$ cat src/rtl/branch_pkg.sv
// branch_pkg: definitions shared by the branch-resolution unit.
//   br_type_e          : branch/jump type encodings
//   DEFAULT_XLEN       : default operand and address width
//   DEFAULT_INST_BYTES : default fall-through increment
package branch_pkg;

  typedef enum logic [2:0] {
    BR_NONE = 3'b000,
    BR_JAL  = 3'b001,
    BR_EQ   = 3'b010,
    BR_NE   = 3'b011,
    BR_LT   = 3'b100,
    BR_GE   = 3'b101,
    BR_LTU  = 3'b110,
    BR_GEU  = 3'b111
  } br_type_e;

  localparam int DEFAULT_XLEN       = 64;
  localparam int DEFAULT_INST_BYTES = 4;

endpackage

$ cat src/rtl/branch_cmp.sv
// branch_cmp: combinational branch direction compare.
// Ports:
//   reg1    in  XLEN  rs1 operand
//   reg2    in  XLEN  rs2 operand
//   br_type in  3     branch type (see branch_pkg::br_type_e)
//   taken   out 1     resolved direction
module branch_cmp
  import branch_pkg::*;
#(
  parameter int XLEN = DEFAULT_XLEN
) (
  input  logic [XLEN-1:0] reg1,
  input  logic [XLEN-1:0] reg2,
  input  logic [2:0]      br_type,
  output logic            taken
);

  br_type_e brType;
  assign brType = br_type_e'(br_type);

  // The signed and unsigned orderings share operands but differ in how the
  // top bit is interpreted, so both are computed and selected by type.
  logic isEqual;
  logic isLessSigned;
  logic isLessUnsigned;

  assign isEqual        = (reg1 == reg2);
  assign isLessSigned   = ($signed(reg1) < $signed(reg2));
  assign isLessUnsigned = (reg1 < reg2);

  // Direction select: JAL is always taken, "none" never is.
  always_comb begin
    taken = 1'b0;
    case (brType)
      BR_NONE: taken = 1'b0;
      BR_JAL:  taken = 1'b1;
      BR_EQ:   taken = isEqual;
      BR_NE:   taken = !isEqual;
      BR_LT:   taken = isLessSigned;
      BR_GE:   taken = !isLessSigned;
      BR_LTU:  taken = isLessUnsigned;
      BR_GEU:  taken = !isLessUnsigned;
      default: taken = 1'b0;
    endcase
  end

endmodule

$ cat src/rtl/branch_unit.sv
// branch_unit: pipelined branch-resolution unit for the execute stage.
// Resolves direction, generates target/fall-through addresses, detects
// misprediction against the front-end prediction and presents the result
// through a single valid/ready register stage with flush.
// Ports:
//   clk, rst                 clock, synchronous active-high reset
//   flush                    squash the in-flight result and any request
//   in_valid / in_ready      request handshake (in_ready is combinational)
//   reg1, reg2, br_type      compare operands and branch type
//   pc, imm                  instruction address and sign-extended offset
//   pred_taken, pred_target  front-end prediction
//   out_valid / out_ready    result handshake
//   taken, target            resolved direction and pc + imm
//   mispredict, redirect_pc  redirect request and correct next pc
// Optional feature: define BRANCH_UNIT_STATS_EN to add the saturating
// counters stat_branches and stat_mispredicts.
module branch_unit
  import branch_pkg::*;
#(
  parameter int XLEN       = DEFAULT_XLEN,
  parameter int INST_BYTES = DEFAULT_INST_BYTES
) (
  input  logic            clk,
  input  logic            rst,
  input  logic            flush,
  input  logic            in_valid,
  output logic            in_ready,
  input  logic [XLEN-1:0] reg1,
  input  logic [XLEN-1:0] reg2,
  input  logic [2:0]      br_type,
  input  logic [XLEN-1:0] pc,
  input  logic [XLEN-1:0] imm,
  input  logic            pred_taken,
  input  logic [XLEN-1:0] pred_target,
  output logic            out_valid,
  input  logic            out_ready,
  output logic            taken,
  output logic [XLEN-1:0] target,
  output logic            mispredict,
  output logic [XLEN-1:0] redirect_pc
`ifdef BRANCH_UNIT_STATS_EN
  ,
  output logic [31:0]     stat_branches,
  output logic [31:0]     stat_mispredicts
`endif
);

  localparam logic [XLEN-1:0] InstInc = XLEN'(INST_BYTES);

  // Result register and valid flag
  logic            outValid_q;
  logic            taken_q,      taken_d;
  logic [XLEN-1:0] target_q,     target_d;
  logic            mispredict_q, mispredict_d;
  logic [XLEN-1:0] redirectPc_q, redirectPc_d;

  logic            accept;
  logic [XLEN-1:0] fallthru;

  branch_cmp #(
    .XLEN(XLEN)
  ) u_cmp (
    .reg1   (reg1),
    .reg2   (reg2),
    .br_type(br_type),
    .taken  (taken_d)
  );

  // Both adders wrap modulo 2^XLEN by simple truncation.
  assign target_d = pc + imm;
  assign fallthru = pc + InstInc;

  // A correct direction with a wrong target is still a redirect.
  assign mispredict_d = (taken_d != pred_taken) ||
                        (taken_d && pred_taken && (pred_target != target_d));
  assign redirectPc_d = taken_d ? target_d : fallthru;

  // Pass-through ready: a full stage can accept when its result drains now.
  assign in_ready = !outValid_q || out_ready;
  assign accept   = in_valid && in_ready && !flush;

  // Priority is reset > flush > accept > drain. Result fields only load on
  // accept, so they hold whenever the stage is empty or stalled.
  always_ff @(posedge clk) begin
    if (rst) begin
      outValid_q   <= 1'b0;
      taken_q      <= 1'b0;
      target_q     <= '0;
      mispredict_q <= 1'b0;
      redirectPc_q <= '0;
    end else if (flush) begin
      outValid_q   <= 1'b0;
    end else if (accept) begin
      outValid_q   <= 1'b1;
      taken_q      <= taken_d;
      target_q     <= target_d;
      mispredict_q <= mispredict_d;
      redirectPc_q <= redirectPc_d;
    end else if (out_ready) begin
      outValid_q   <= 1'b0;
    end
  end

  assign out_valid   = outValid_q;
  assign taken       = taken_q;
  assign target      = target_q;
  assign mispredict  = mispredict_q;
  assign redirect_pc = redirectPc_q;

`ifdef BRANCH_UNIT_STATS_EN
  // The counters need to know whether the held result was a real branch,
  // so the type class travels alongside the result.
  logic        isBranch_q;
  logic [31:0] statBranches_q;
  logic [31:0] statMispredicts_q;
  logic        resultDone;

  assign resultDone = outValid_q && out_ready && !flush && isBranch_q;

  // Saturating event counters, advanced on each completed branch result.
  always_ff @(posedge clk) begin
    if (rst) begin
      isBranch_q        <= 1'b0;
      statBranches_q    <= '0;
      statMispredicts_q <= '0;
    end else begin
      if (!flush && accept) begin
        isBranch_q <= (br_type != BR_NONE);
      end
      if (resultDone && (statBranches_q != 32'hFFFF_FFFF)) begin
        statBranches_q <= statBranches_q + 32'd1;
      end
      if (resultDone && mispredict_q && (statMispredicts_q != 32'hFFFF_FFFF)) begin
        statMispredicts_q <= statMispredicts_q + 32'd1;
      end
    end
  end

  assign stat_branches    = statBranches_q;
  assign stat_mispredicts = statMispredicts_q;
`endif

endmodule

$ cat config.mk
export PLATFORM = sky130hd
export DESIGN_NAME = branch_unit
export DESIGN_NICKNAME = d
export VERILOG_FILES = /design/src/rtl/branch_pkg.sv /design/src/rtl/branch_cmp.sv /design/src/rtl/branch_unit.sv
export SDC_FILE = /design/constraint.sdc
export NUM_CORES = 1
export LEC_CHECK = 0
export ABC_AREA = 1
export CAP_MARGIN = 25
export CORE_MARGIN = 10
export CORE_UTILIZATION = 40
export CTS_CLUSTER_DIAMETER = 30
export DETAILED_ROUTE_END_ITERATION = 10
export GPL_ROUTABILITY_DRIVEN = 0
export PLACE_DENSITY_LB_ADDON = 0.15
export REMOVE_ABC_BUFFERS = 1
export SETUP_SLACK_MARGIN = 0.2
export SYNTH_ARGS = -nofsm -noshare
export SYNTH_HDL_FRONTEND = slang
export SYNTH_HIERARCHICAL = 1
export SYNTH_SLANG_ARGS = --single-unit
$ cat constraint.sdc
create_clock -name clk -period 7.31 [get_ports clk]
set_clock_uncertainty 0.2 [all_clocks]
set_input_delay 1.462 -clock clk [delete_from_list [all_inputs] [get_ports clk]]
set_output_delay 1.462 -clock clk [all_outputs]
set_load 0.03 [all_outputs]
# Word-level counts from Yosys, hierarchy flattened
# Cells that the tools add are included.
# classes
add_sub_neg	2
magnitude_cmp	2
n_eq_ne	10
muxes	4
bitwise	1
n_reduce_logical	15
# op_table
cell	count
$lt 64x64->1	2
$add 64x3->64 const B	1
$add 64x64->64	1
$eq 64x64->1	1
$mux 64	1
$ne 64x64->1	1
$eq 3x3->1 const B	4
$pmux 1 s8	1
$eq 3x2->1 const B	2
$logic_not 1->1	5
$logic_and 1x1->1	4
$eq 3x1->1 const B	1
$logic_not 3->1	1
$logic_or 1x1->1	2
$mux 1	2
$reduce_and 2->1	1
$reduce_bool 2->1	1
$reduce_or 2->1	1
$ne 1x1->1	1
$not 1->1	1
# totals
ff_bits	131
in_bits	329
out_inout_bits	132
word_cells	39

# Longest topological paths before layout
# depth
ltp_word	6
ltp_mapped	24
depth_no_buf	24

# By module
# The synthesis kept the hierarchy.
# modules_own_cells
module	n_inst	cells_each	area_per_inst_um2	seq_area_each_um2
branch_unit	1	2516	14012.2	2622.5
branch_cmp	1	338	2004.4	0.0

# Worst setup path after synthesis
# No wires, ideal clock.
# synth_timing
path_type	input to register
start	input port reg2[63]
end	register redirectPc_q[18] (netlist: redirect_pc[18])
setup_time_ps	117
arrival_time_ps	4086
required_ps	6993
slack_ps	2907
stages	21
path_buffers	2
path_cell_list	inv_1 > ha_1 > nand2_2 > nor2_4 > nand2_1 > nor2_2 > nand2_1 > nor2_1 > nand2_1 > nand2_1 > o21bai_1 > nand2_1 > nand2_1 > nand3_1 > clkbuf_1 > clkinv_1 > nor2_1 > inv_2 > clkbuf_1 > o221ai_1 > inv_1
# synth_between
elab_chain_cells	4
elab_cells_between_ends	8
cone_classes	order compare: 2; eq/ne: 1; mux: 2; reduce/logical: 3
# synth_lines
element	line_no	text
start: declaration	branch_unit.sv:29	input logic [XLEN-1:0] reg2,
$lt 64x64->1 (tied with other cells)	branch_cmp.sv:29	assign isLessUnsigned = (reg1 < reg2);
$logic_not 1->1, on equally long branches	branch_cmp.sv:42, branch_cmp.sv:38, branch_cmp.sv:40	
$pmux 1 s8 *	branch_cmp.sv:34	case (brType)
via taken_d	branch_unit.sv:52	logic taken_q, taken_d;
$mux 64 *	branch_unit.sv:76	assign redirectPc_d = taken_d ? target_d : fallthru;
end signal: assignment	branch_unit.sv:98	redirectPc_q <= redirectPc_d;
end: declaration	branch_unit.sv:55	logic [XLEN-1:0] redirectPc_q, redirectPc_d;
# The timed path passes the listed nets; every way through them passes the cells marked *.
# A chain may end at the register's enable or synchronous reset.

# Final worst setup path
# layout_timing
start	input port reg2[38]
end	register redirectPc_q[27] (netlist: redirect_pc[27])
# Same word-level chain as after synthesis.

==> out/metrics.csv <==
stage,metric,value,unit
routing,Detailed Route WL,71680,µm
final_layout,register area,2623,µm²
synthesis,number of synthesized flops with an enable pin,0,
synthesis,number of instances in the synthesized netlist,2854,
power,part of the power in the clock network,29.2,%
setup_path,cells along the critical path,"clkdlybuf4s50_1, inv_1, ha_1, nand2_1, nor2_1, nand3_1, nor2_1, nand2_1, nor2_1, nand2_1, nand2_1, o21bai_1, nand2_1, nand2_1, nand3_1, nor2_4, inv_1, o21ai_0, a21oi_1",
die,placement row count,73,
power,maximum vdd ir drop,0.1347,mV
job,count of maximum capacitance violations,0,
global_route,GRT Util Overall,28.41,%
global_route,maximum number of pins on one net before global-route repair,114,
clock_tree,clock sinks,131,
power,power per standard cell area,146.2,nW/µm²
min_path,HP Class,reg2reg,
clock_tree,root buffer selected by CTS,sky130_fd_sc_hd__clkbuf_16,
clock_tree,clock tree from TritonCTS,yes,
timing,Tcrit/Tclk final,69.48,%
routing,Via density,5.090,
final_layout,area growth from synthesis to layout,36.22,%
power,Sequential Power Share,25.1,%
min_path,instance count along the most critical hold path,2,
routing,final antenna-violating net count,0,
final_layout,net count reported at finish,3754,
setup_path,FF-to-FF End,redirect_pc[27],
synthesis,#FFs+latches synth,131,
power,NetSw,1.288,mW
routing,number of DRC markers after the initial detailed-route iteration,1608,
clock_tree,total of cells resized after clock tree synthesis,0,
routing,Detailed Routing Iterations Pass 1,8,
timing,smallest hold slack,276.1,ps
setup_path,Most common cell on crit path,sky130_fd_sc_hd__nand2_1,
clock_tree,Num CTS Buffers,17,
die,die width,220.1,µm
setup_path,crit-path max FO,14,
routing,via total after detailed routing,19520,
clock_tree,H-tree depth,4,
final_layout,ratio of cells with drive above 1 in the final layout,3.839,%
final_layout,FILL cells,4052,
power,logic gate share of total power,45.8,%
synthesis,distinct cell type count after synthesis,58,
setup_path,kind of start point of the critical path,input port,
timing,Setup Viol. Count Final,0,
die,area of the core region,39640,µm²
setup_path,Buffers & Inverters on Critical Path,3,
clock_tree,"Clk Latency, worst-skew pair",460,ps
die,initial cell density of the core,40.40,%
die,die span in y,220.1,µm
setup_path,Crit Path Class,in2reg,
global_route,global-route wire length before repair,105200,µm
synthesis,Synthesis Warnings,6,
synthesis,synthesized area divided by synthesized cell count,5.612,µm²
setup_path,largest stage delay on the critical path,700,ps
final_layout,area taken by multi-input logic gates,11040,µm²
clock_tree,Post-CTS Setup Inserts,0,
synthesis,ys async rst share,0,%
timing,worst max-slew margin expressed relative to the limit,37.71,%
synthesis,Synth Flop Type,sky130_fd_sc_hd__dfxtp_1,
clock_tree,Max Root-Sink Buffers,2,
die,Die Outline Area,48450,µm²
setup_path,sort of element at the end of the critical path,flip-flop,
setup_path,launch instance of the worst register-to-register path,out_valid,
power,reported leakage power,11.55,nW
final_layout,final std cells w/o fill,3835,
setup_path,Top Family by Delay on Critical Path,simple AND/OR/NAND/NOR gates,
synthesis,Post-Syn Area,16020,µm²
setup_path,FF-to-FF path depth,9,
outcome,result of the run,completed,
placed_design,Detailed Place HPWL,60350,µm
global_route,via count of the first global-routing pass,18546,
timing,measured slew at the worst slew-check pin,933.3,ps
min_path,worst min-delay path startpoint,redirect_pc[59],
timing,maximum achievable frequency,196.9,MHz
timing,Final Hold Violating Endpoints,0,
timing,Max Slew Vio Count,0,
synthesis,part of the Yosys area used for sequential elements,16.37,%
final_layout,end-of-flow core utilization,55.04,%
power,internal power,1.901,mW
setup_path,worst reg-to-reg setup slack,4650,ps
power,overall power of the completed layout,3.189,mW
placed_design,number of input and output port buffers inserted,460,
setup_path,Critical Path RT,7510,ps
die,Top-Level Pins,461,
timing,unrepaired setup endpoints after global routing,no,
global_route,antenna violations before repair,5,
setup_path,endpoint arrival time on the critical path,5280,ps
clock_tree,post-CTS clock slew at the launch and capture registers of the worst setup and hold paths,60,ps
clock_tree,number of hold-repair buffers added at the cts stage,0,
timing,Tmin final,5079,ps
placed_design,DP Cell Count,3801,
global_route,remaining global-route overflow,0,
setup_path,slowest cell on the critical path,sky130_fd_sc_hd__inv_1,
min_path,sink of the worst hold path,redirect_pc[59],
power,share of total power consumed by net switching,40.38,%
routing,number of design rule violations left after detail routing,0,
routing,DR WL/cell,18.69,µm
-- metrics by stage --
| step | cell area (µm²) | worst slack [ps] | TNS, ps |
|---|---|---|---|
| 3_5_place_dp | 21210 | 1781 | 0 |
| 6_report | 21820 | 2231 | 0 |
| 3_3_place_gp | 21180 | 1820 | 0 |
| 2_1_floorplan | 15840 | -6355 | -545350 |
| 4_1_cts | 21810 | 2257 | 0 |
| 5_1_grt | 21820 | 1961 | 0 |
-- registers in the layout, indices dropped and copies added (netlist names) --
| register | flops |
|---|---|
| out_valid | 1 |
| taken | 1 |
| mispredict | 1 |
| redirect_pc | 64 |
| target | 64 |
-- cells in the mapped netlist (6+ instances only) --
library cell / n / area (µm²)
sky130_fd_sc_hd__a31oi_1: 20 / 125.1
sky130_fd_sc_hd__nand4_1: 22 / 137.6
sky130_fd_sc_hd__nand3_2: 9 / 90.09
sky130_fd_sc_hd__nand2_2: 10 / 62.56
sky130_fd_sc_hd__nand3_1: 157 / 785.8
sky130_fd_sc_hd__nor2_2: 11 / 68.82
sky130_fd_sc_hd__a21oi_1: 110 / 550.5
sky130_fd_sc_hd__buf_1: 9 / 33.78
sky130_fd_sc_hd__o21bai_1: 9 / 67.56
sky130_fd_sc_hd__inv_2: 6 / 22.52
sky130_fd_sc_hd__a22oi_1: 12 / 90.09
sky130_fd_sc_hd__nand3b_1: 15 / 112.6
sky130_fd_sc_hd__xor2_1: 69 / 604.3
sky130_fd_sc_hd__o21ai_0: 79 / 395.4
sky130_fd_sc_hd__or2_2: 9 / 56.30
sky130_fd_sc_hd__nor3_2: 8 / 80.08
sky130_fd_sc_hd__o211ai_1: 21 / 157.7
sky130_fd_sc_hd__xnor2_1: 28 / 245.2
sky130_fd_sc_hd__dfxtp_1: 131 / 2623
sky130_fd_sc_hd__clkbuf_1: 34 / 127.6
sky130_fd_sc_hd__o221ai_1: 6 / 52.55
sky130_fd_sc_hd__nand2_1: 967 / 3630
sky130_fd_sc_hd__inv_1: 576 / 2162
sky130_fd_sc_hd__nor2_4: 10 / 112.6
sky130_fd_sc_hd__nor3_1: 43 / 215.2
sky130_fd_sc_hd__ha_1: 129 / 1614
sky130_fd_sc_hd__nor2_1: 292 / 1096
-- worst reg2reg max path, delay by kind of cell, from the launching register on --
kind,cells,cell delay (ps)
buf+inv,4,1270
compound gates,2,450
simple gates,3,350
flops,1,320
-- worst max-delay path by stage --
stage | startpoint | endpoint | slack [ps] | depth (start not counted)
global route | reg2[38] | redirect_pc[21] | 1960 | 22
CTS | reg2[38] | redirect_pc[2] | 2260 | 20
detailed placement | reg2[38] | redirect_pc[2] | 1780 | 20
floorplan | flush | redirect_pc[13] | -6360 | 6
finish | reg2[38] | redirect_pc[27] | 2230 | 19
global placement | reg2[25] | redirect_pc[43] | 1820 | 20
-- power by group through the flow --
stage / sequential [mW] / combinational (mW) / clock (mW)
floorplan: 0.919 / 0.721 / 0
global placement: 0.814 / 1.41 / 0
detailed placement: 0.815 / 1.43 / 0
CTS: 0.800 / 1.44 / 0.933
global route: 0.806 / 1.59 / 0.959
finish: 0.800 / 1.46 / 0.930
-- cells in the final DEF, fill, tap and decap left out, types with 4 or more instances in the layout --
master                            Yosys  layout
sky130_fd_sc_hd__a21o_1               5       5
sky130_fd_sc_hd__a21oi_1            110     110
sky130_fd_sc_hd__a22oi_1             12      12
sky130_fd_sc_hd__a31oi_1             20      20
sky130_fd_sc_hd__buf_4                0       7
sky130_fd_sc_hd__clkbuf_1            34       4
sky130_fd_sc_hd__clkbuf_16            0      17
sky130_fd_sc_hd__clkdlybuf4s50_1      0     459
sky130_fd_sc_hd__dfxtp_1            131     131
sky130_fd_sc_hd__ha_1               129     129
sky130_fd_sc_hd__inv_1              576     575
sky130_fd_sc_hd__inv_2                6       7
sky130_fd_sc_hd__nand2_1            967     967
sky130_fd_sc_hd__nand2_2             10      10
sky130_fd_sc_hd__nand3_1            157     157
sky130_fd_sc_hd__nand3_2              9       9
sky130_fd_sc_hd__nand3b_1            15      15
sky130_fd_sc_hd__nand4_1             22      22
sky130_fd_sc_hd__nor2_1             292     290
sky130_fd_sc_hd__nor2_2              11      12
sky130_fd_sc_hd__nor2_4              10      11
sky130_fd_sc_hd__nor3_1              43      42
sky130_fd_sc_hd__nor3_2               8       9
sky130_fd_sc_hd__nor4_1               5       5
sky130_fd_sc_hd__o211ai_1            21      21
sky130_fd_sc_hd__o21ai_0             79      79
sky130_fd_sc_hd__o21ai_1              5       5
sky130_fd_sc_hd__o21bai_1             9       9
sky130_fd_sc_hd__o221ai_1             6       6
sky130_fd_sc_hd__or2_2                9       9
sky130_fd_sc_hd__xnor2_1             28      28
sky130_fd_sc_hd__xor2_1              69      69
sky130_fd_sc_hd__xor3_1               4       4
-- logic make-up (layout without fill, tap and decap cells) --
family	Yosys count	count (layout)	synth area share, %
adders and majority gates	130	130	10.20
other	0	2	0
DFF	131	131	16.37
AOI/OAI and AO/OA	282	282	10.26
buffers and inverters	630	1084	14.80
xor gates and xnor gates	104	104	6.281
and+or+nand+nor	1577	1577	42.08
-- metal layers --
| metal | GRT usage [%] | wire length (µm) | vias to the layer above |
|---|---|---|---|
| li1 | - | - | 9700 |
| met2 | 47.31 | 32880 | 849 |
| met5 | 0 | 35 | - |
| met4 | 12.21 | 2888 | 6 |
| met1 | 33.73 | 28970 | 8811 |
| met3 | 7.788 | 6907 | 154 |
-- cell type report --
class / count / area share, %
multi-input cells: 2093 / 50.60
well taps: 525 / 3.011
clock inverters: 8 / 0.5735
clock buffers: 24 / 2.208
diodes: 2 / 0.02294
repair buffers: 469 / 21.54
flip-flops and latches: 131 / 12.02
inverters: 583 / 10.03
Note: power is estimated with default switching activity, not from simulation.
